**config.mk**
```make
export PLATFORM = sky130hd
export DESIGN_NAME = tlb_maint_ctrl_flat
export DESIGN_NICKNAME = d
export VERILOG_FILES = /design/src/rtl/tlb_maint_ctrl_if.sv /design/src/rtl/tlb_maint_ctrl.sv /design/src/flat_wrapper.sv
export SDC_FILE = /design/constraint.sdc
export NUM_CORES = 1
export LEC_CHECK = 0
export CAP_MARGIN = 30
export CORE_UTILIZATION = 45
export DETAILED_ROUTE_END_ITERATION = 8
export GPL_ROUTABILITY_DRIVEN = 0
export PLACE_DENSITY = 0.84
export SLEW_MARGIN = 20
export SYNTH_ARGS = -nofsm -noshare
export SYNTH_HDL_FRONTEND = slang
export SYNTH_SLANG_ARGS = --single-unit
```
**constraint.sdc**
```tcl
create_clock -name clk -period 4.1 [get_ports clk]
set_clock_uncertainty 0.2 [all_clocks]
set_input_delay 0.82 -clock clk [delete_from_list [all_inputs] [get_ports clk]]
set_output_delay 0.82 -clock clk [all_outputs]
set_load 0.05 [all_outputs]
```
**src/rtl/tlb_maint_ctrl_if.sv**
```systemverilog
// Request/completion bundle between the CSR/commit logic (master) and tlb_maint_ctrl (slave).
interface tlb_maint_ctrl_if #(
  parameter int unsigned IW = 4
);
  logic          op_valid;
  logic          op_ready;
  logic [2:0]    op_code;
  logic [4:0]    inv_op;
  logic [9:0]    inv_asid;
  logic [18:0]   inv_vppn;
  logic [IW-1:0] csr_index;
  logic [9:0]    csr_asid;
  logic [18:0]   csr_vppn;
  logic          done_valid;
  logic          done_found;
  logic [IW-1:0] done_index;
  logic          done_err;

  modport master (
    output op_valid, op_code, inv_op, inv_asid, inv_vppn, csr_index, csr_asid, csr_vppn,
    input  op_ready, done_valid, done_found, done_index, done_err
  );

  modport slave (
    input  op_valid, op_code, inv_op, inv_asid, inv_vppn, csr_index, csr_asid, csr_vppn,
    output op_ready, done_valid, done_found, done_index, done_err
  );
endinterface

```
**src/rtl/tlb_maint_ctrl.sv**
```systemverilog
// TLB maintenance sequencer: holds translation, waits for drain, then drives the tlb_entry ports.
// Define TLB_FILL_LFSR_EN to take the TLBFILL index from a free-running 16-bit LFSR.
module tlb_maint_ctrl #(
  parameter int unsigned TLBNUM = 16,
  localparam int unsigned IW = $clog2(TLBNUM)
) (
  input  logic            clk,
  input  logic            reset,
  tlb_maint_ctrl_if.slave bus,
  output logic            trans_hold,
  input  logic            trans_idle,
  output logic            srch_req,
  input  logic            srch_found,
  input  logic [IW-1:0]   srch_index,
  output logic            tlb_we,
  output logic [IW-1:0]   tlb_w_index,
  output logic            tlb_inv_we,
  output logic [IW-1:0]   tlb_r_index,
  input  logic            r_e,
  input  logic            r_g,
  input  logic [9:0]      r_asid,
  input  logic [18:0]     r_vppn,
  input  logic [5:0]      r_ps
);

  typedef enum logic [2:0] {
    StIdle, StDrain, StSrch, StSrchW, StRd, StWr, StInvScan, StDone
  } state_e;

  localparam logic [2:0] OpSrch = 3'd0;
  localparam logic [2:0] OpRd   = 3'd1;
  localparam logic [2:0] OpWr   = 3'd2;
  localparam logic [2:0] OpFill = 3'd3;
  localparam logic [2:0] OpInv  = 3'd4;

  state_e        state_q, state_d;
  logic [2:0]    op_code_q, op_code_d;
  logic [4:0]    inv_op_q, inv_op_d;
  logic [9:0]    inv_asid_q, inv_asid_d;
  logic [18:0]   inv_vppn_q, inv_vppn_d;
  logic [IW-1:0] csr_index_q, csr_index_d;
  logic          trans_hold_q, trans_hold_d;
  logic          srch_req_q, srch_req_d;
  logic          tlb_we_q, tlb_we_d;
  logic [IW-1:0] tlb_w_index_q, tlb_w_index_d;
  logic [IW-1:0] tlb_r_index_q, tlb_r_index_d;
  logic          done_valid_q, done_valid_d;
  logic          done_found_q, done_found_d;
  logic [IW-1:0] done_index_q, done_index_d;
  logic          done_err_q, done_err_d;

  logic [IW-1:0] fill_ptr;
  logic          fill_adv;
  logic          illegal;
  logic          asid_eq, va_eq, inv_sel, inv_match;

  // The lookup itself consumes csr_asid/csr_vppn directly; nothing here needs them.
  logic unused_csr;
  assign unused_csr = ^{bus.csr_asid, bus.csr_vppn};

`ifdef TLB_FILL_LFSR_EN
  logic [15:0] lfsr_q, lfsr_d;
  logic        unused_fill_adv;

  assign unused_fill_adv = fill_adv;
  assign lfsr_d   = {lfsr_q[14:0], lfsr_q[15] ^ lfsr_q[13] ^ lfsr_q[12] ^ lfsr_q[10]};
  assign fill_ptr = lfsr_q[IW-1:0];

  always_ff @(posedge clk) begin
    if (reset) lfsr_q <= 16'hACE1;
    else       lfsr_q <= lfsr_d;
  end
`else
  logic [IW-1:0] fill_ptr_q, fill_ptr_d;

  assign fill_ptr_d = fill_adv ? fill_ptr_q + IW'(1) : fill_ptr_q;
  assign fill_ptr   = fill_ptr_q;

  always_ff @(posedge clk) begin
    if (reset) fill_ptr_q <= '0;
    else       fill_ptr_q <= fill_ptr_d;
  end
`endif

  assign illegal = (op_code_q > OpInv) || ((op_code_q == OpInv) && (inv_op_q > 5'd6));

  // Huge (2^21) pages ignore the low VPPN bits.
  always_comb begin
    asid_eq = (r_asid == inv_asid_q);
    va_eq   = (r_vppn[18:9] == inv_vppn_q[18:9]) &&
              ((r_ps == 6'd21) || (r_vppn[8:0] == inv_vppn_q[8:0]));
    case (inv_op_q)
      5'd0, 5'd1: inv_sel = 1'b1;
      5'd2:       inv_sel = r_g;
      5'd3:       inv_sel = !r_g;
      5'd4:       inv_sel = !r_g && asid_eq;
      5'd5:       inv_sel = !r_g && asid_eq && va_eq;
      5'd6:       inv_sel = (r_g || asid_eq) && va_eq;
      default:    inv_sel = 1'b0;
    endcase
    inv_match = r_e && inv_sel;
  end

  always_comb begin
    state_d       = state_q;
    op_code_d     = op_code_q;
    inv_op_d      = inv_op_q;
    inv_asid_d    = inv_asid_q;
    inv_vppn_d    = inv_vppn_q;
    csr_index_d   = csr_index_q;
    srch_req_d    = 1'b0;
    tlb_we_d      = 1'b0;
    tlb_w_index_d = tlb_w_index_q;
    tlb_r_index_d = tlb_r_index_q;
    done_valid_d  = 1'b0;
    done_found_d  = 1'b0;
    done_index_d  = '0;
    done_err_d    = 1'b0;
    fill_adv      = 1'b0;

    unique case (state_q)
      StIdle: begin
        if (bus.op_valid) begin
          op_code_d   = bus.op_code;
          inv_op_d    = bus.inv_op;
          inv_asid_d  = bus.inv_asid;
          inv_vppn_d  = bus.inv_vppn;
          csr_index_d = bus.csr_index;
          state_d     = StDrain;
        end
      end
      StDrain: begin
        if (trans_idle) begin
          if (illegal) begin
            state_d      = StDone;
            done_valid_d = 1'b1;
            done_err_d   = 1'b1;
          end else if (op_code_q == OpSrch) begin
            state_d    = StSrch;
            srch_req_d = 1'b1;
          end else if (op_code_q == OpRd) begin
            state_d       = StRd;
            tlb_r_index_d = csr_index_q;
          end else if ((op_code_q == OpWr) || (op_code_q == OpFill)) begin
            state_d       = StWr;
            tlb_we_d      = 1'b1;
            tlb_w_index_d = (op_code_q == OpFill) ? fill_ptr : csr_index_q;
          end else begin
            state_d       = StInvScan;
            tlb_r_index_d = '0;
          end
        end
      end
      StSrch: state_d = StSrchW;
      StSrchW: begin
        state_d      = StDone;
        done_valid_d = 1'b1;
        done_found_d = srch_found;
        done_index_d = srch_index;
      end
      StRd: begin
        state_d      = StDone;
        done_valid_d = 1'b1;
      end
      StWr: begin
        state_d      = StDone;
        done_valid_d = 1'b1;
        fill_adv     = (op_code_q == OpFill);
      end
      StInvScan: begin
        tlb_r_index_d = tlb_r_index_q + IW'(1);
        if (tlb_r_index_q == IW'(TLBNUM - 1)) begin
          state_d      = StDone;
          done_valid_d = 1'b1;
        end
      end
      StDone:  state_d = StIdle;
      default: state_d = StIdle;
    endcase

    trans_hold_d = (state_d != StIdle);
  end

  always_ff @(posedge clk) begin
    if (reset) begin
      state_q       <= StIdle;
      op_code_q     <= '0;
      inv_op_q      <= '0;
      inv_asid_q    <= '0;
      inv_vppn_q    <= '0;
      csr_index_q   <= '0;
      trans_hold_q  <= 1'b0;
      srch_req_q    <= 1'b0;
      tlb_we_q      <= 1'b0;
      tlb_w_index_q <= '0;
      tlb_r_index_q <= '0;
      done_valid_q  <= 1'b0;
      done_found_q  <= 1'b0;
      done_index_q  <= '0;
      done_err_q    <= 1'b0;
    end else begin
      state_q       <= state_d;
      op_code_q     <= op_code_d;
      inv_op_q      <= inv_op_d;
      inv_asid_q    <= inv_asid_d;
      inv_vppn_q    <= inv_vppn_d;
      csr_index_q   <= csr_index_d;
      trans_hold_q  <= trans_hold_d;
      srch_req_q    <= srch_req_d;
      tlb_we_q      <= tlb_we_d;
      tlb_w_index_q <= tlb_w_index_d;
      tlb_r_index_q <= tlb_r_index_d;
      done_valid_q  <= done_valid_d;
      done_found_q  <= done_found_d;
      done_index_q  <= done_index_d;
      done_err_q    <= done_err_d;
    end
  end

  assign bus.op_ready   = (state_q == StIdle);
  assign bus.done_valid = done_valid_q;
  assign bus.done_found = done_found_q;
  assign bus.done_index = done_index_q;
  assign bus.done_err   = done_err_q;
  assign trans_hold     = trans_hold_q;
  assign srch_req       = srch_req_q;
  assign tlb_we         = tlb_we_q;
  assign tlb_w_index    = tlb_w_index_q;
  assign tlb_r_index    = tlb_r_index_q;
  // Invalidate depends on the entry read back this cycle, so it cannot be registered.
  assign tlb_inv_we     = (state_q == StInvScan) && inv_match;

endmodule

```
**src/flat_wrapper.sv**
```systemverilog
// flat-port wrapper written by rule: the top's interface ports become plain ports
module tlb_maint_ctrl_flat 
#(
  parameter int unsigned TLBNUM = 16,
  localparam int unsigned IW = $clog2(TLBNUM)
)
  (clk, reset, trans_hold, trans_idle, srch_req, srch_found, srch_index, tlb_we, tlb_w_index, tlb_inv_we, tlb_r_index, r_e, r_g, r_asid, r_vppn, r_ps, bus_op_valid, bus_op_code, bus_inv_op, bus_inv_asid, bus_inv_vppn, bus_csr_index, bus_csr_asid, bus_csr_vppn, bus_op_ready, bus_done_valid, bus_done_found, bus_done_index, bus_done_err);
  tlb_maint_ctrl_if #(.IW((4))) bus_i ();
  input  logic clk;
  input  logic reset;
  output logic trans_hold;
  input  logic trans_idle;
  output logic srch_req;
  input  logic srch_found;
  input  logic [IW-1:0] srch_index;
  output logic tlb_we;
  output logic [IW-1:0] tlb_w_index;
  output logic tlb_inv_we;
  output logic [IW-1:0] tlb_r_index;
  input  logic r_e;
  input  logic r_g;
  input  logic [9:0] r_asid;
  input  logic [18:0] r_vppn;
  input  logic [5:0] r_ps;
  input wire logic [$bits(bus_i.op_valid)-1:0] bus_op_valid;
  input wire logic [$bits(bus_i.op_code)-1:0] bus_op_code;
  input wire logic [$bits(bus_i.inv_op)-1:0] bus_inv_op;
  input wire logic [$bits(bus_i.inv_asid)-1:0] bus_inv_asid;
  input wire logic [$bits(bus_i.inv_vppn)-1:0] bus_inv_vppn;
  input wire logic [$bits(bus_i.csr_index)-1:0] bus_csr_index;
  input wire logic [$bits(bus_i.csr_asid)-1:0] bus_csr_asid;
  input wire logic [$bits(bus_i.csr_vppn)-1:0] bus_csr_vppn;
  output wire logic [$bits(bus_i.op_ready)-1:0] bus_op_ready;
  output wire logic [$bits(bus_i.done_valid)-1:0] bus_done_valid;
  output wire logic [$bits(bus_i.done_found)-1:0] bus_done_found;
  output wire logic [$bits(bus_i.done_index)-1:0] bus_done_index;
  output wire logic [$bits(bus_i.done_err)-1:0] bus_done_err;
  assign bus_i.op_valid = bus_op_valid;
  assign bus_i.op_code = bus_op_code;
  assign bus_i.inv_op = bus_inv_op;
  assign bus_i.inv_asid = bus_inv_asid;
  assign bus_i.inv_vppn = bus_inv_vppn;
  assign bus_i.csr_index = bus_csr_index;
  assign bus_i.csr_asid = bus_csr_asid;
  assign bus_i.csr_vppn = bus_csr_vppn;
  assign bus_op_ready = bus_i.op_ready;
  assign bus_done_valid = bus_i.done_valid;
  assign bus_done_found = bus_i.done_found;
  assign bus_done_index = bus_i.done_index;
  assign bus_done_err = bus_i.done_err;
  tlb_maint_ctrl #(.TLBNUM(TLBNUM)) u_core (.clk(clk), .reset(reset), .bus(bus_i), .trans_hold(trans_hold), .trans_idle(trans_idle), .srch_req(srch_req), .srch_found(srch_found), .srch_index(srch_index), .tlb_we(tlb_we), .tlb_w_index(tlb_w_index), .tlb_inv_we(tlb_inv_we), .tlb_r_index(tlb_r_index), .r_e(r_e), .r_g(r_g), .r_asid(r_asid), .r_vppn(r_vppn), .r_ps(r_ps));
endmodule
```
Word-level counts from Yosys, hierarchy flattened
Index checks and enable logic that the tools add are counted.
{ "totals": {"ff_bits": 66, "in_bits": 116, "out_inout_bits": 20, "wordCells": 101} }
{ "op_classes": {"add_sub_neg": 2, "magnitude_cmp": 2, "eq_ne": 26, "n_mux": 23, "n_bitwise": 6, "n_reduce_logical": 26} }
{ "op_table": {"columns": ["cell", "n"], "rows": [
  ["2-to-1 mux 4 bit", 6],
  ["equality test 10 bit", 2],
  ["2-to-1 mux 3 bit", 6],
  ["case mux 3 bit (6 select lines)", 1],
  ["equality test 3 bit (second input constant)", 5],
  ["equality test 5 x 3 -> 1 bit (second input constant)", 3],
  ["equality test 3 x 2 -> 1 bit (second input constant)", 4],
  ["equality test 5 x 2 -> 1 bit (second input constant)", 2],
  ["equality test 9 bit", 1],
  ["adder 4 x 1 -> 4 bit (second input constant)", 2],
  ["case mux 4 bit (2 select lines)", 1],
  ["logical AND 1 bit", 7],
  ["equality test 3 x 1 -> 1 bit (second input constant)", 2],
  ["equality test 6 x 5 -> 1 bit (second input constant)", 1],
  ["logical NOT 3 bit", 2],
  ["2-to-1 mux 1 bit", 6],
  ["inequality test 2 bit (second input constant)", 3],
  ["NOT 1 bit", 6],
  ["case mux 1 bit (6 select lines)", 1],
  ["AND reduction 6 bit", 1],
  ["OR reduction 2 bit", 3],
  ["OR reduction 6 bit", 1],
  ["equality test 5 x 1 -> 1 bit (second input constant)", 1],
  ["greater-than comparator 5 x 3 -> 1 bit (second input constant)", 1],
  ["other kinds (14)", 17]
]} }

Depth between registers and ports, before layout
Gate-level depths: netlist (run 1).
{ "depth": {"ltp_word": 9, "mapped_depth": 7, "ltp_nobuf": 5} }

Least setup slack after synthesis (run 1)
No wires, ideal clock.
{ "synth_timing": {"kind": "input -> output", "startpoint": "input port r_asid[4]", "endpoint": "output port tlb_inv_we", "arrival_ns": 2.471, "required_ns": 3.080, "slack_ns": 0.609, "path_stages": 5, "n_path_buf": 0, "path_cell_list": "xor2_1 > or4_1 > nor3_1 > o22ai_1 > o21ai_1"} }
{ "synth_between": {"elab_chain_len": 6, "word_cells_on_any_way": 8, "classes_between": "1 x eq/ne; 1 x mux; 6 x reduce/logical"} }
{ "synth_rtl": {"columns": ["element", "line", "text"], "rows": [
  ["from (decl)", "flat_wrapper.sv:22", "input logic [9:0] r_asid;"],
  ["equality test 10 bit *", "tlb_maint_ctrl.sv:89", "asid_eq = (r_asid == inv_asid_q);"],
  ["logical OR 1 bit / logical AND 1 bit (equally long branches)", "tlb_maint_ctrl.sv:98, tlb_maint_ctrl.sv:96, tlb_maint_ctrl.sv:97", null],
  ["logical AND 1 bit (on tied branches)", "tlb_maint_ctrl.sv:98, tlb_maint_ctrl.sv:97", null],
  ["case mux 1 bit (6 select lines) *", "tlb_maint_ctrl.sv:92", "case (inv_op_q)"],
  ["logical AND 1 bit *", "tlb_maint_ctrl.sv:101", "inv_match = r_e && inv_sel;"],
  ["logical AND 1 bit *", "tlb_maint_ctrl.sv:231", "assign tlb_inv_we = (state_q == StInvScan) && inv_match;"],
  ["to (decl)", "flat_wrapper.sv:18", "output logic tlb_inv_we;"]
]} }
Every way passes the cells marked *; elsewhere a longest branch is shown, timed or not.

Final worst setup path (run 1)
Same ends and word-level chain as after synthesis.

==> results.md, run 1 <==
- The number of violations reported at the end of detailed-routing iteration 0 is 173.
- Compared with the post-synthesis result, the final layout area differs by 42.3%.
- The die outline width is 83.2 µm.
- Clock tree synthesis found a total of 66 sinks.
- The net count of the finished layout is 581.
- The register clock-pin slew on the reported worst setup and hold paths is 0.06 ns.
- The worst-margin pin slew is 0.470 ns.
- The number of nets handed over by synthesis was 483.
- For this design the top-level I/O count stands at 136.
- For this block, the routed nets add up to 7.40 mm of wire.
- The remaining global-route overflow is 0.
- The worst slack at placement is 0.392 ns.
- Port buffering added 106 buffers.
- The total number of vias is 2905.
- The count of final hold-check violations is 0.
- The die area is 6930 µm².
- The leakage power figure is 1.46 nW.
- In this run the worst path has a maximum fanout of 2.
- IR analysis of the VDD net gives a maximum drop of 0.263 mV.
- The tightest min-delay check is of the reg2reg type.
- The source of the critical timing path is r_asid[4].
- Entering global routing, the biggest net connects 42 pins.
- Global routing consumed, on the met3 layer, 9.34% of the routing resources.
- In this run, synthesis inferred 0 flip-flops with an integrated enable.
- The launch instance of the worst min-delay path is u_core.inv_vppn_q[18].
- The worst setup path is captured at a primary output.
- The final number of setup-violating endpoints is 0.
- The initial antenna violation count came to 0.
- The total of warnings raised by yosys is 0.
- The maximum clock frequency is 0.271 GHz.
- Using the TritonRoute via totals, the vias-per-cell ratio works out to 5.33.
- The total of max-cap violations is 0.
- The fraction of registers with async set/reset is 0%.
- The first global-routing pass estimated 12.4 mm of wire.
- The average cell area after synthesis is 8.14 µm².
- TritonCTS built the clock tree.
- After detailed routing, the number of remaining DRC violations is 0.
- Excluding fillers, the count of instances in the completed layout stands at 545.
- The H-tree generated during clock tree synthesis spans 3 levels.
- The height of the die is 83.2 µm.
- The clock network latency to the later pin of the worst-skew pair is 0.34 ns.
- Counting flops and latches in the post-synthesis netlist gives 66.
- The final critical path time including I/O delays and setup is 3.68 ns.
- In the global route stage, met1 resource usage came out at 26.5%.
- The setup total negative slack is 0 ns.
- The post-CTS repair timing setup buffer count is 0.
- The deepest clock path buffer count is 2.
- In the synthesized netlist, the number of instances is 365.
- The worst register-to-register path begins at u_core.state_q[0].
- In the final layout, the share of cells above drive strength 1 is 5.13%.
- met2 is the most crowded layer.
- In the layout the commonest cells are sky130_fd_sc_hd__clkdlybuf4s50_1 (104), sky130_fd_sc_hd__nand2_1 (91), sky130_fd_sc_hd__dfxtp_1 (66).
- The number of cells on the worst hold path is 2.
- The HPWL reported at the end of detailed placement is 5.40 mm.
- The count of cell types in the netlist is 45.
- At the worst endpoint, the arrival time is 2.66 ns.
- Of the available clock period, the critical path in the final layout requires 89.8%.
- Global routing consumed, on the met2 layer, 36.6% of the routing resources.
- The number of buffers added to fix hold violations after cts is 0.
- The number of antenna diodes in the final layout is 0.
- The floorplan has 29 rows.
- Setup repair after global routing left no endpoint under its margin.
- Hold is met by 0.270 ns.
- STA puts the critical path data required time at 3.08 ns.
- The type of element launching the critical path is an input pin.
- The worst-case reg-to-reg path depth is 5.
- The number of global-route vias before repair came to 2745.
- After filler insertion, the fill cell instance count of the layout stands at 546.
- The initial utilization of the core area, before any placement, comes to 46.8%.
- The path type of the worst setup path is in2out.
- The commonest non-fill, non-tap cell in the layout is sky130_fd_sc_hd__clkdlybuf4s50_1.
- The number of buffers created by CTS is 9.
- The post-CTS resize count is 0.
- The final max-slew violation count is 0.
- The run finished with clean final reports.
- The post-route antenna net violation count is 0.
- The relative slew slack is 67.9%.
- The most frequently used flop master after synthesis is sky130_fd_sc_hd__dfxtp_1.
- The cell area after synthesis is 2970 µm².
- The floorplan step defined a core boundary enclosing 6350 µm².
- The setup slack of the critical path after layout is 0.417 ns.
- The number of cells after detailed placement is 529.
- Dividing the detail-routed wire length by the instance count gives 13.6 µm.
- The global router's overall resource usage is 22.2%.
- The sequential-to-total area share from yosys stat is 44.5%.
- The core occupancy in the finished layout is 66.6%.
- The total iterations of the first detailed-routing run is 4.
- The total power per unit cell area is 379 nW/µm².
- The tree is rooted in a sky130_fd_sc_hd__clkbuf_8.
synthesized netlist by cell type, types with 3 or more instances:
cell type | number | area share (%)
sky130_fd_sc_hd__nor2b_1 | 4 | 0.84
sky130_fd_sc_hd__clkbuf_1 | 13 | 1.6
sky130_fd_sc_hd__nand3_1 | 9 | 1.5
sky130_fd_sc_hd__buf_2 | 7 | 1.2
sky130_fd_sc_hd__xnor2_1 | 26 | 7.7
sky130_fd_sc_hd__nand2_1 | 91 | 11
sky130_fd_sc_hd__a2111oi_0 | 4 | 1.2
sky130_fd_sc_hd__o21ai_0 | 3 | 0.51
sky130_fd_sc_hd__and2_1 | 8 | 1.7
sky130_fd_sc_hd__a21oi_1 | 47 | 7.9
sky130_fd_sc_hd__dfxtp_1 | 66 | 44
sky130_fd_sc_hd__xor2_1 | 8 | 2.4
sky130_fd_sc_hd__nand4_1 | 8 | 1.7
sky130_fd_sc_hd__nor2_1 | 18 | 2.3
sky130_fd_sc_hd__nor3_1 | 11 | 1.9
sky130_fd_sc_hd__a211oi_1 | 3 | 0.76
registers in the layout (all words and copies together) (netlist names), 3 cells and up:
register and count:
u_core.bus.done_index 4, u_core.csr_index_q 4, u_core.fill_ptr 4, u_core.inv_asid_q 10, u_core.inv_op_q 5, u_core.inv_vppn_q 19, u_core.op_code_q 3, u_core.state_q 3
u_core.tlb_r_index 4, u_core.tlb_w_index 4
worst paths after layout:
kind | to | slack (ns)
worst max-delay path | tlb_inv_we | 0.42
worst max register to register | u_core.inv_vppn_q[1] | 2.06
worst min register to register | u_core.inv_vppn_q[18] | 0.27
worst min-delay path | u_core.inv_vppn_q[18] | 0.27
where the power goes:
group / switching (mW) / leakage, nW / internal, mW / total [mW]
registers: 0.0548 / 0.538 / 0.694 / 0.749
clock network: 0.240 / 0.0851 / 0.233 / 0.473
logic: 0.197 / 0.840 / 0.181 / 0.379
critical path, stage by stage:
cell and delay (ns):
sky130_fd_sc_hd__clkdlybuf4s50_1 0.41, sky130_fd_sc_hd__xor2_1 0.14, sky130_fd_sc_hd__or4_1 0.49, sky130_fd_sc_hd__nor3_1 0.29, sky130_fd_sc_hd__o22ai_1 0.10, sky130_fd_sc_hd__o21ai_1 0.23, sky130_fd_sc_hd__buf_12 0.17
final cells by class:
class,count,area (µm²),share of cell area [%]
clock buffers,11,141,3.34
clock inverters,5,30.0,0.710
inverters,2,7.51,0.178
multi-input cells,275,1540,36.5
flip-flops and latches,66,1320,31.3
well taps,77,96.3,2.28
repair buffers,109,1090,25.7
metal layers:
metal | up-vias | share of wire [%]
met3 | 11 | 9.4
met4 | 0 | 1.3
met5 | - | 0
met1 | 1325 | 40
li1 | 1444 | -
met2 | 125 | 49
stage by stage:
step	total power, mW	cell area, µm²
floorplan	0.986	2970
global placement	1.13	4060
detailed placement	1.14	4060
CTS	1.61	4230
global route	1.69	4230
finish	1.60	4230
cells by family (layout without fill, tap and decap cells):
kind of cell             after synthesis  in the layout  share of synthesized area, %
AO/OA/AOI/OAI                         71             71                          14.6
AND/OR/NAND/NOR                      167            167                          26.2
buffers and inverters                 24            127                          3.58
multiplexers                           1              1                         0.337
flip-flops                            66             66                          44.5
XOR/XNOR                              34             34                          10.0
adder cells (fa/ha/maj)                2              2                         0.842
(Power assumes the default switching activity.)
==> run 2: changes to the inputs <==
--- a/config.mk
+++ b/config.mk
@@ -6,10 +6,11 @@
 export NUM_CORES = 1
 export LEC_CHECK = 0
 export CAP_MARGIN = 30
-export CORE_UTILIZATION = 45
+export CORE_UTILIZATION = 46
+export CTS_BUF_LIST = sky130_fd_sc_hd__clkbuf_4 sky130_fd_sc_hd__clkbuf_8
 export DETAILED_ROUTE_END_ITERATION = 8
 export GPL_ROUTABILITY_DRIVEN = 0
-export PLACE_DENSITY = 0.84
+export PLACE_DENSITY = 0.86
 export SLEW_MARGIN = 20
 export SYNTH_ARGS = -nofsm -noshare
 export SYNTH_HDL_FRONTEND = slang
==> constraint.sdc (replaced) <==
create_clock -name clk -period 4.1 [get_ports clk]
set_clock_uncertainty 0.2 [all_clocks]
set_input_delay 0.41 -clock clk [delete_from_list [all_inputs] [get_ports clk]]
set_output_delay 0.41 -clock clk [all_outputs]
set_load 0.05 [all_outputs]
==> run 2 against run 1 <==
Against the previous run:
- global-route usage rose by 1.9 points
- non-clock buffer count did not move
- hold slack lost 0.022 ns
- utilization up 2.6 points
- die area decreased by 2.1%
==> results.md, run 2 (same netlist as run 1, synthesis figures left out) <==
- The register with the highest flop count is u_core.inv_vppn_q (unchanged).
- Unrepaired setup endpoints after global routing: no (unchanged).
- The initial antenna violation count is 0 (unchanged).
- The worst-margin pin slew was 0.538 ns (was 0.470 ns).
- The register clock-pin slew on the reported worst setup and hold paths is 0.06 ns (about the same).
- Commonest cells after routing, fill and taps aside: sky130_fd_sc_hd__clkdlybuf4s50_1 (105), sky130_fd_sc_hd__nand2_1 (91), sky130_fd_sc_hd__dfxtp_1 (66) (was sky130_fd_sc_hd__clkdlybuf4s50_1 (104), sky130_fd_sc_hd__nand2_1 (91), sky130_fd_sc_hd__dfxtp_1 (66)).
- The count of final hold-check violations is 0 (unchanged).
- The number of buffer cells added on primary ports was 106 (unchanged).
- The fraction of layout cells with a size suffix above 1 is 4.52% (was 5.13%).
- The number of global-route vias before repair came to 2732 (was 2745).
- The number of buffers added to fix hold violations after cts came to 0 (unchanged).
- The post-route antenna net violation count is 0 (unchanged).
- The die area is 6780 µm² (was 6930 µm²).
- The total power per unit cell area is 377 nW/µm² (was 379 nW/µm²).
- The core occupancy in the finished layout came to 69.2% (was 66.6%).
- The placement row count was 28 (was 29).
- The critical path endpoint category was a primary output (unchanged).
- The final critical path time including I/O delays and setup is 3.62 ns (was 3.68 ns).
- The buffer cell driving the clock tree root was sky130_fd_sc_hd__clkbuf_8 (unchanged).
- The maximum level of the CTS H-tree is 3 (unchanged).
- The TritonCTS clock tree is built (unchanged).
- The required time of the critical path came to 3.49 ns (was 3.08 ns).
- The type of the most critical hold path was in2reg (was reg2reg).
- The final antenna diode count is 0 (unchanged).
- The height of the die came to 82.4 µm (was 83.2 µm).
- The remaining global-route overflow is 0 (unchanged).
- The final number of setup-violating endpoints is 0 (unchanged).
- The final standard cell count with taps included and fillers excluded is 540 (was 545).
- The number of cells after detailed placement is 527 (was 529).
- The type of element launching the critical path was a flop (was input pin).
- The global router's overall resource usage is 24.1% (was 22.2%).
- The global-route wire length before repair is 12.3 mm (was 12.4 mm).
- The total number of vias was 2889 (was 2905).
- Run status: finished clean (unchanged).
- The relative slew slack is 64.0% (was 67.9%).
- The post-CTS resize count came to 0 (unchanged).
- The maximum clock frequency is 0.276 GHz (was 0.271 GHz).
- The top fanout value on the critical path is 11 (was 2).
- The total iterations of the first detailed-routing run is 4 (unchanged).
- The path type of the worst setup path is reg2out (was in2out).
- The I/O pin total is 136 (unchanged).
- The net count of the finished layout came to 581 (unchanged).
- Crit path cell chain: and3b_1 > nand4_1 > or4_1 > o21ai_1 > clkdlybuf4s50_1 (was clkdlybuf4s50_1 > xor2_1 > or4_1 > nor3_1 > o22ai_1 > o21ai_1 > buf_12).
- The delay of the slowest cell on the worst path is 0.84 ns (was 0.49 ns).
- The area of the core region is 6060 µm² (was 6350 µm²).
- The setup total negative slack is 0 ns (unchanged).
- The HPWL reported at the end of detailed placement is 5.48 mm (was 5.40 mm).
- The pin count of the biggest net entering global routing is 44 (was 42).
- The final max-slew violation count came to 0 (unchanged).
- Largest registers in the final layout: u_core.inv_vppn_q (19), u_core.inv_asid_q (10), u_core.inv_op_q (5) (unchanged).
- The number of sinks on the clock net is 66 (unchanged).
- The cell with the largest stage delay on the worst path is sky130_fd_sc_hd__clkdlybuf4s50_1 (was sky130_fd_sc_hd__or4_1).
- The total of max-cap violations was 0 (unchanged).
- The post-detailed-route via-to-cell ratio is 5.35 (was 5.33).
- The post-CTS repair timing setup buffer count is 0 (unchanged).
- The number of violations reported at the end of detailed-routing iteration 0 came to 159 (was 173).
- The clock network latency to the later pin of the worst-skew pair is 0.34 ns (about the same).
- The effective utilization at floorplan came to 49.0% (was 46.8%).
- The share of the clock period used by the worst path after layout came to 88.3% (was 89.8%).
- The die outline width was 82.4 µm (was 83.2 µm).
- The average wire per standard cell is 14.3 µm (was 13.6 µm).
- The deepest clock path buffer count is 2 (unchanged).
- The wire length after detailed routing is 7.70 mm (was 7.40 mm).
- The worst supply voltage drop on vdd is 0.250 mV (was 0.263 mV).
- The arrival time at the worst endpoint is 3.01 ns (was 2.66 ns).
- The commonest non-fill, non-tap cell in the layout was sky130_fd_sc_hd__clkdlybuf4s50_1 (unchanged).
- The number of flip-flops in the largest register was 19 (unchanged).
- The leakage power figure is 1.46 nW (about the same).
- The number of buffers created by CTS is 9 (unchanged).
- The worst hold slack across all endpoints is 0.248 ns (was 0.270 ns).
- The residual DRC count was 0 (unchanged).
- The overall power of the completed layout is 1.58 mW (was 1.60 mW).
- The growth of design area from synthesis to finish is 41.2% (was 42.3%).
-- run 2: layer usage --
metal  global-route usage (%)  vias up  routed length [µm]  part of all wire [%]
met5                        0        -                   0                     0
met2                     39.5      122                3720                    48
met3                     8.79       13                 793                    10
li1                         -     1441                   -                     -
met1                     28.5     1313                3070                    40
met4                     9.47        0                 117                   1.5
-- run 2: final cells by class --
class	instances	area [µm²]
inverters	2	7.51
clock buffers	12	146
fillers	502	1870
well taps	75	93.8
repair buffers	109	1080
flip-flops and latches	66	1320
clock inverters	1	5.00
multi-input cells	275	1540
-- run 2: worst paths after layout --
kind | start | end | slack (ns) | depth (start not counted)
setup / recovery | u_core.state_q[2] | tlb_inv_we | 0.48 | 5
hold / removal | reset | u_core.tlb_r_index[3] | 0.25 | 2
setup reg to reg | u_core.op_code_q[0] | u_core.trans_hold | 2.13 | 5
hold reg to reg | u_core.inv_vppn_q[15] | u_core.inv_vppn_q[15] | 0.27 | 2
-- run 2: through the flow --
| step | instance area [µm²] | setup WS [ns] |
|---|---|---|
| 2_1_floorplan | 2970 | 1.43 |
| 3_3_place_gp | 4040 | 0.686 |
| 3_5_place_dp | 4040 | 0.618 |
| 4_1_cts | 4200 | 0.521 |
| 5_1_grt | 4200 | 0.393 |
| 6_report | 4200 | 0.481 |
-- run 2: report_power, final --
group | switching (mW) | internal, mW
clock network | 0.223 | 0.229
registers | 0.0548 | 0.695
logic | 0.198 | 0.181
-- run 2: critical path: cells and delay by family, from the launching register on --
kind	cells	cell delay, ns
buf+inv	1	0.84
compound gates	1	0.15
flops	1	0.53
simple gates	3	1.14
==> run 3: changes to the inputs <==
==> constraint.sdc (replaced) <==
create_clock -name clk -period 4.1 [get_ports clk]
set_clock_uncertainty 0.2 [all_clocks]
set_input_delay 0.82 -clock clk [delete_from_list [all_inputs] [get_ports clk]]
set_output_delay 0.82 -clock clk [all_outputs]
set_load 0.05 [all_outputs]
==> run 3 against run 2 <==
Against the previous run:
- non-clock buffer count stayed put
- routed wire length fell by 3.8%
- via count fell by 0.42%
- fmax is 2.8% lower
- first-iteration DRC count is 8.8% lower
- cell area is 2.3% higher
- sequential share of layout area shrank 0.71 points
- critical path depth rose by 2
- global-route usage shrank 0.97 points
- worst setup slack worse by 0.10 ns
- critical endpoint unchanged
- largest power group unchanged
==> results.md, run 3 (same netlist as run 1, synthesis figures left out) <==
- The post-CTS resize count is 0 (unchanged).
- The maximum level of the CTS H-tree is 3 (unchanged).
- The switching fraction of total power is 28.0% (was 30.1%).
- The fraction of layout cells with a size suffix above 1 is 5.34% (was 4.52%).
- Commonest cells after routing, fill and taps aside: sky130_fd_sc_hd__clkdlybuf4s50_1 (104), sky130_fd_sc_hd__nand2_1 (91), sky130_fd_sc_hd__dfxtp_1 (66) (was sky130_fd_sc_hd__clkdlybuf4s50_1 (105), sky130_fd_sc_hd__nand2_1 (91), sky130_fd_sc_hd__dfxtp_1 (66)).
- The reg-to-reg endpoint was u_core.trans_hold (unchanged).
- The die outline width was 82.4 µm (unchanged).
- The count of buffer and inverter cells on the critical path is 2 (was 1).
- The worst-case reg-to-reg path depth is 5 (unchanged).
- The number of buffers added to fix hold violations after cts is 0 (unchanged).
- The post-detailed-route via-to-cell ratio is 5.30 (was 5.35).
- The count of final hold-check violations is 0 (unchanged).
- The type of element launching the critical path is an input pin (was flop).
- The launching point of the worst reg2reg path is u_core.op_code_q[0] (unchanged).
- The growth of design area from synthesis to finish was 44.5% (was 41.2%).
- The total of max-cap violations is 0 (unchanged).
- The wire length after detailed routing was 7.41 mm (was 7.70 mm).
- The switching power is 492 µW (was 476 µW).
- The HPWL reported at the end of detailed placement was 5.37 mm (was 5.48 mm).
- The overall power of the completed layout is 1.76 mW (was 1.58 mW).
- Unrepaired setup endpoints after global routing: no (unchanged).
- The buffer cell driving the clock tree root was sky130_fd_sc_hd__clkbuf_8 (unchanged).
- The total iterations of the first detailed-routing run is 4 (unchanged).
- The register clock-pin slew on the reported worst setup and hold paths was 0.06 ns (about the same).
- The global-route wire length before repair came to 11.8 mm (was 12.3 mm).
- The number of buffers created by CTS is 9 (unchanged).
- The height of the die came to 82.4 µm (unchanged).
- The final standard cell count with taps included and fillers excluded is 543 (was 540).
- The arrival time at the worst endpoint is 2.70 ns (was 3.01 ns).
- The core occupancy in the finished layout is 70.8% (was 69.2%).
- The maximum clock frequency is 0.269 GHz (was 0.276 GHz).
- The type of the most critical hold path is reg2reg (was in2reg).
- The path type of the worst setup path is in2out (was reg2out).
- The share of the clock period used by the worst path after layout came to 90.8% (was 88.3%).
- The total number of vias is 2877 (was 2889).
- The number of flip-flops in the largest register is 19 (unchanged).
- The area of the core region was 6060 µm² (unchanged).
- The post-CTS repair timing setup buffer count came to 0 (unchanged).
- The final number of setup-violating endpoints is 0 (unchanged).
- The number of cells on the worst hold path came to 2 (unchanged).
- The global router's overall resource usage is 23.1% (was 24.1%).
- The net count of the finished layout is 581 (unchanged).
- The internal power of the cells was 1.27 mW (was 1.10 mW).
- The leakage power figure came to 1.50 nW (was 1.46 nW).
- The top fanout value on the critical path is 2 (was 11).
- The clock network latency to the later pin of the worst-skew pair is 0.34 ns (about the same).
- The die area is 6780 µm² (unchanged).
- The final max-slew violation count is 0 (unchanged).
- The placement-stage cell area is 4050 µm² (was 4040 µm²).
- The critical path endpoint category was a primary output (unchanged).
- The setup slack of the worst register-to-register path is 2.17 ns (was 2.13 ns).
- The number of sinks on the clock net is 66 (unchanged).
- The required time of the critical path is 3.08 ns (was 3.49 ns).
- The effective utilization at floorplan was 49.0% (unchanged).
- The setup slack of the critical path after layout is 0.378 ns (was 0.481 ns).
- The register with the highest flop count is u_core.inv_vppn_q (unchanged).
- The delay of the slowest cell on the worst path was 0.51 ns (was 0.84 ns).
- The commonest non-fill, non-tap cell in the layout was sky130_fd_sc_hd__clkdlybuf4s50_1 (unchanged).
- The worst hold path endpoint is u_core.inv_vppn_q[9] (was u_core.tlb_r_index[3]).
- The final antenna diode count is 0 (unchanged).
- The placement row count came to 28 (unchanged).
- The worst-margin pin slew is 0.668 ns (was 0.538 ns).
- The worst hold slack across all endpoints is 0.267 ns (was 0.248 ns).
- Crit path cell chain: clkdlybuf4s50_1 > xor2_1 > or4_1 > nor3_1 > o22ai_1 > o21ai_1 > buf_12 (was and3b_1 > nand4_1 > or4_1 > o21ai_1 > clkdlybuf4s50_1).
- The cell with the largest stage delay on the worst path was sky130_fd_sc_hd__or4_1 (was sky130_fd_sc_hd__clkdlybuf4s50_1).
- The final critical path time including I/O delays and setup is 3.72 ns (was 3.62 ns).
- The worst supply voltage drop on vdd is 0.284 mV (was 0.250 mV).
- The layout filler cell count is 494 (was 502).
- The kind of cell adding the most delay to the critical path is simple AND/OR/NAND/NOR gates (unchanged).
- The worst slack at placement is 0.383 ns (was 0.618 ns).
- The I/O pin total is 136 (unchanged).
- The TritonCTS clock tree is built (unchanged).
- The average wire per standard cell is 13.6 µm (was 14.3 µm).
- The number of cells after detailed placement is 527 (unchanged).
- The share of power burned in the clock network is 36.1% (was 28.6%).
- The final design area excluding fillers is 4290 µm² (was 4200 µm²).
- The deepest clock path buffer count is 2 (unchanged).
- The total power per unit cell area came to 410 nW/µm² (was 377 nW/µm²).
- The remaining global-route overflow is 0 (unchanged).
- The launch instance of the worst min-delay path is u_core.inv_vppn_q[9] (was reset).
- The post-route antenna net violation count is 0 (unchanged).
- The residual DRC count was 0 (unchanged).
- The setup total negative slack is 0 ns (unchanged).
- The relative slew slack came to 55.5% (was 64.0%).
- The number of violations reported at the end of detailed-routing iteration 0 came to 145 (was 159).
- The sequential power share is 42.5% (was 47.4%).
- The combinational fraction of design power came to 21.4% (was 24.0%).
- Largest registers in the final layout: u_core.inv_vppn_q (19), u_core.inv_asid_q (10), u_core.inv_op_q (5) (unchanged).
- The number of buffer cells added on primary ports was 106 (unchanged).
- The number of global-route vias before repair is 2657 (was 2732).
- Run status: finished clean (unchanged).
- The initial antenna violation count is 0 (unchanged).
- The pin count of the biggest net entering global routing is 42 (was 44).
## run 3: cell types whose count changed in the layout (fill, tap and decap cells not counted), sizes merged
cell / change
clkinvlp: +1
buf: +1
bufinv: +2
clkdlybuf4s50: -1
## run 3: final cells by class
cell class / count / area, µm² / area share (%)
inverters: 2 / 7.51 / 0.175
repair buffers: 109 / 1090 / 25.4
well taps: 75 / 93.8 / 2.19
flip-flops and latches: 66 / 1320 / 30.8
multi-input cells: 275 / 1540 / 35.9
clock inverters: 4 / 72.6 / 1.69
clock buffers: 12 / 165 / 3.85
## run 3: worst max-delay path by stage
| stage | start | endpoint | slack, ns | depth (start not counted) |
|---|---|---|---|---|
| floorplan | r_asid[4] | tlb_inv_we | 0.61 | 5 |
| CTS | r_asid[4] | tlb_inv_we | 0.37 | 7 |
| global route | r_asid[4] | tlb_inv_we | 0.27 | 7 |
| global placement | r_asid[4] | tlb_inv_we | 0.42 | 7 |
| finish | r_asid[4] | tlb_inv_we | 0.38 | 7 |
| detailed placement | r_asid[4] | tlb_inv_we | 0.38 | 7 |
## run 3: worst reg2reg max path, delay by kind of cell (launching register included)
kind               cells  cell delay (ns)
and+or+nand+nor        4             0.97
DFF                    1             0.56
AOI/OAI and AO/OA      1             0.08
## run 3: routing by layer
metal,GRT usage [%],vias up,part of all wire (%)
met2,37.3,118,47
met5,0,-,0
met4,9.47,0,1.3
met1,28.1,1304,42
li1,-,1444,-
met3,7.91,11,9.9
## run 3: power groups by stage
stage	sequential, mW	combinational, mW	clock (mW)
after floorplan	0.769	0.216	0
after global placement	0.758	0.368	0
after detailed placement	0.761	0.376	0
after CTS	0.746	0.377	0.648
after global routing	0.755	0.415	0.671
final	0.747	0.376	0.636
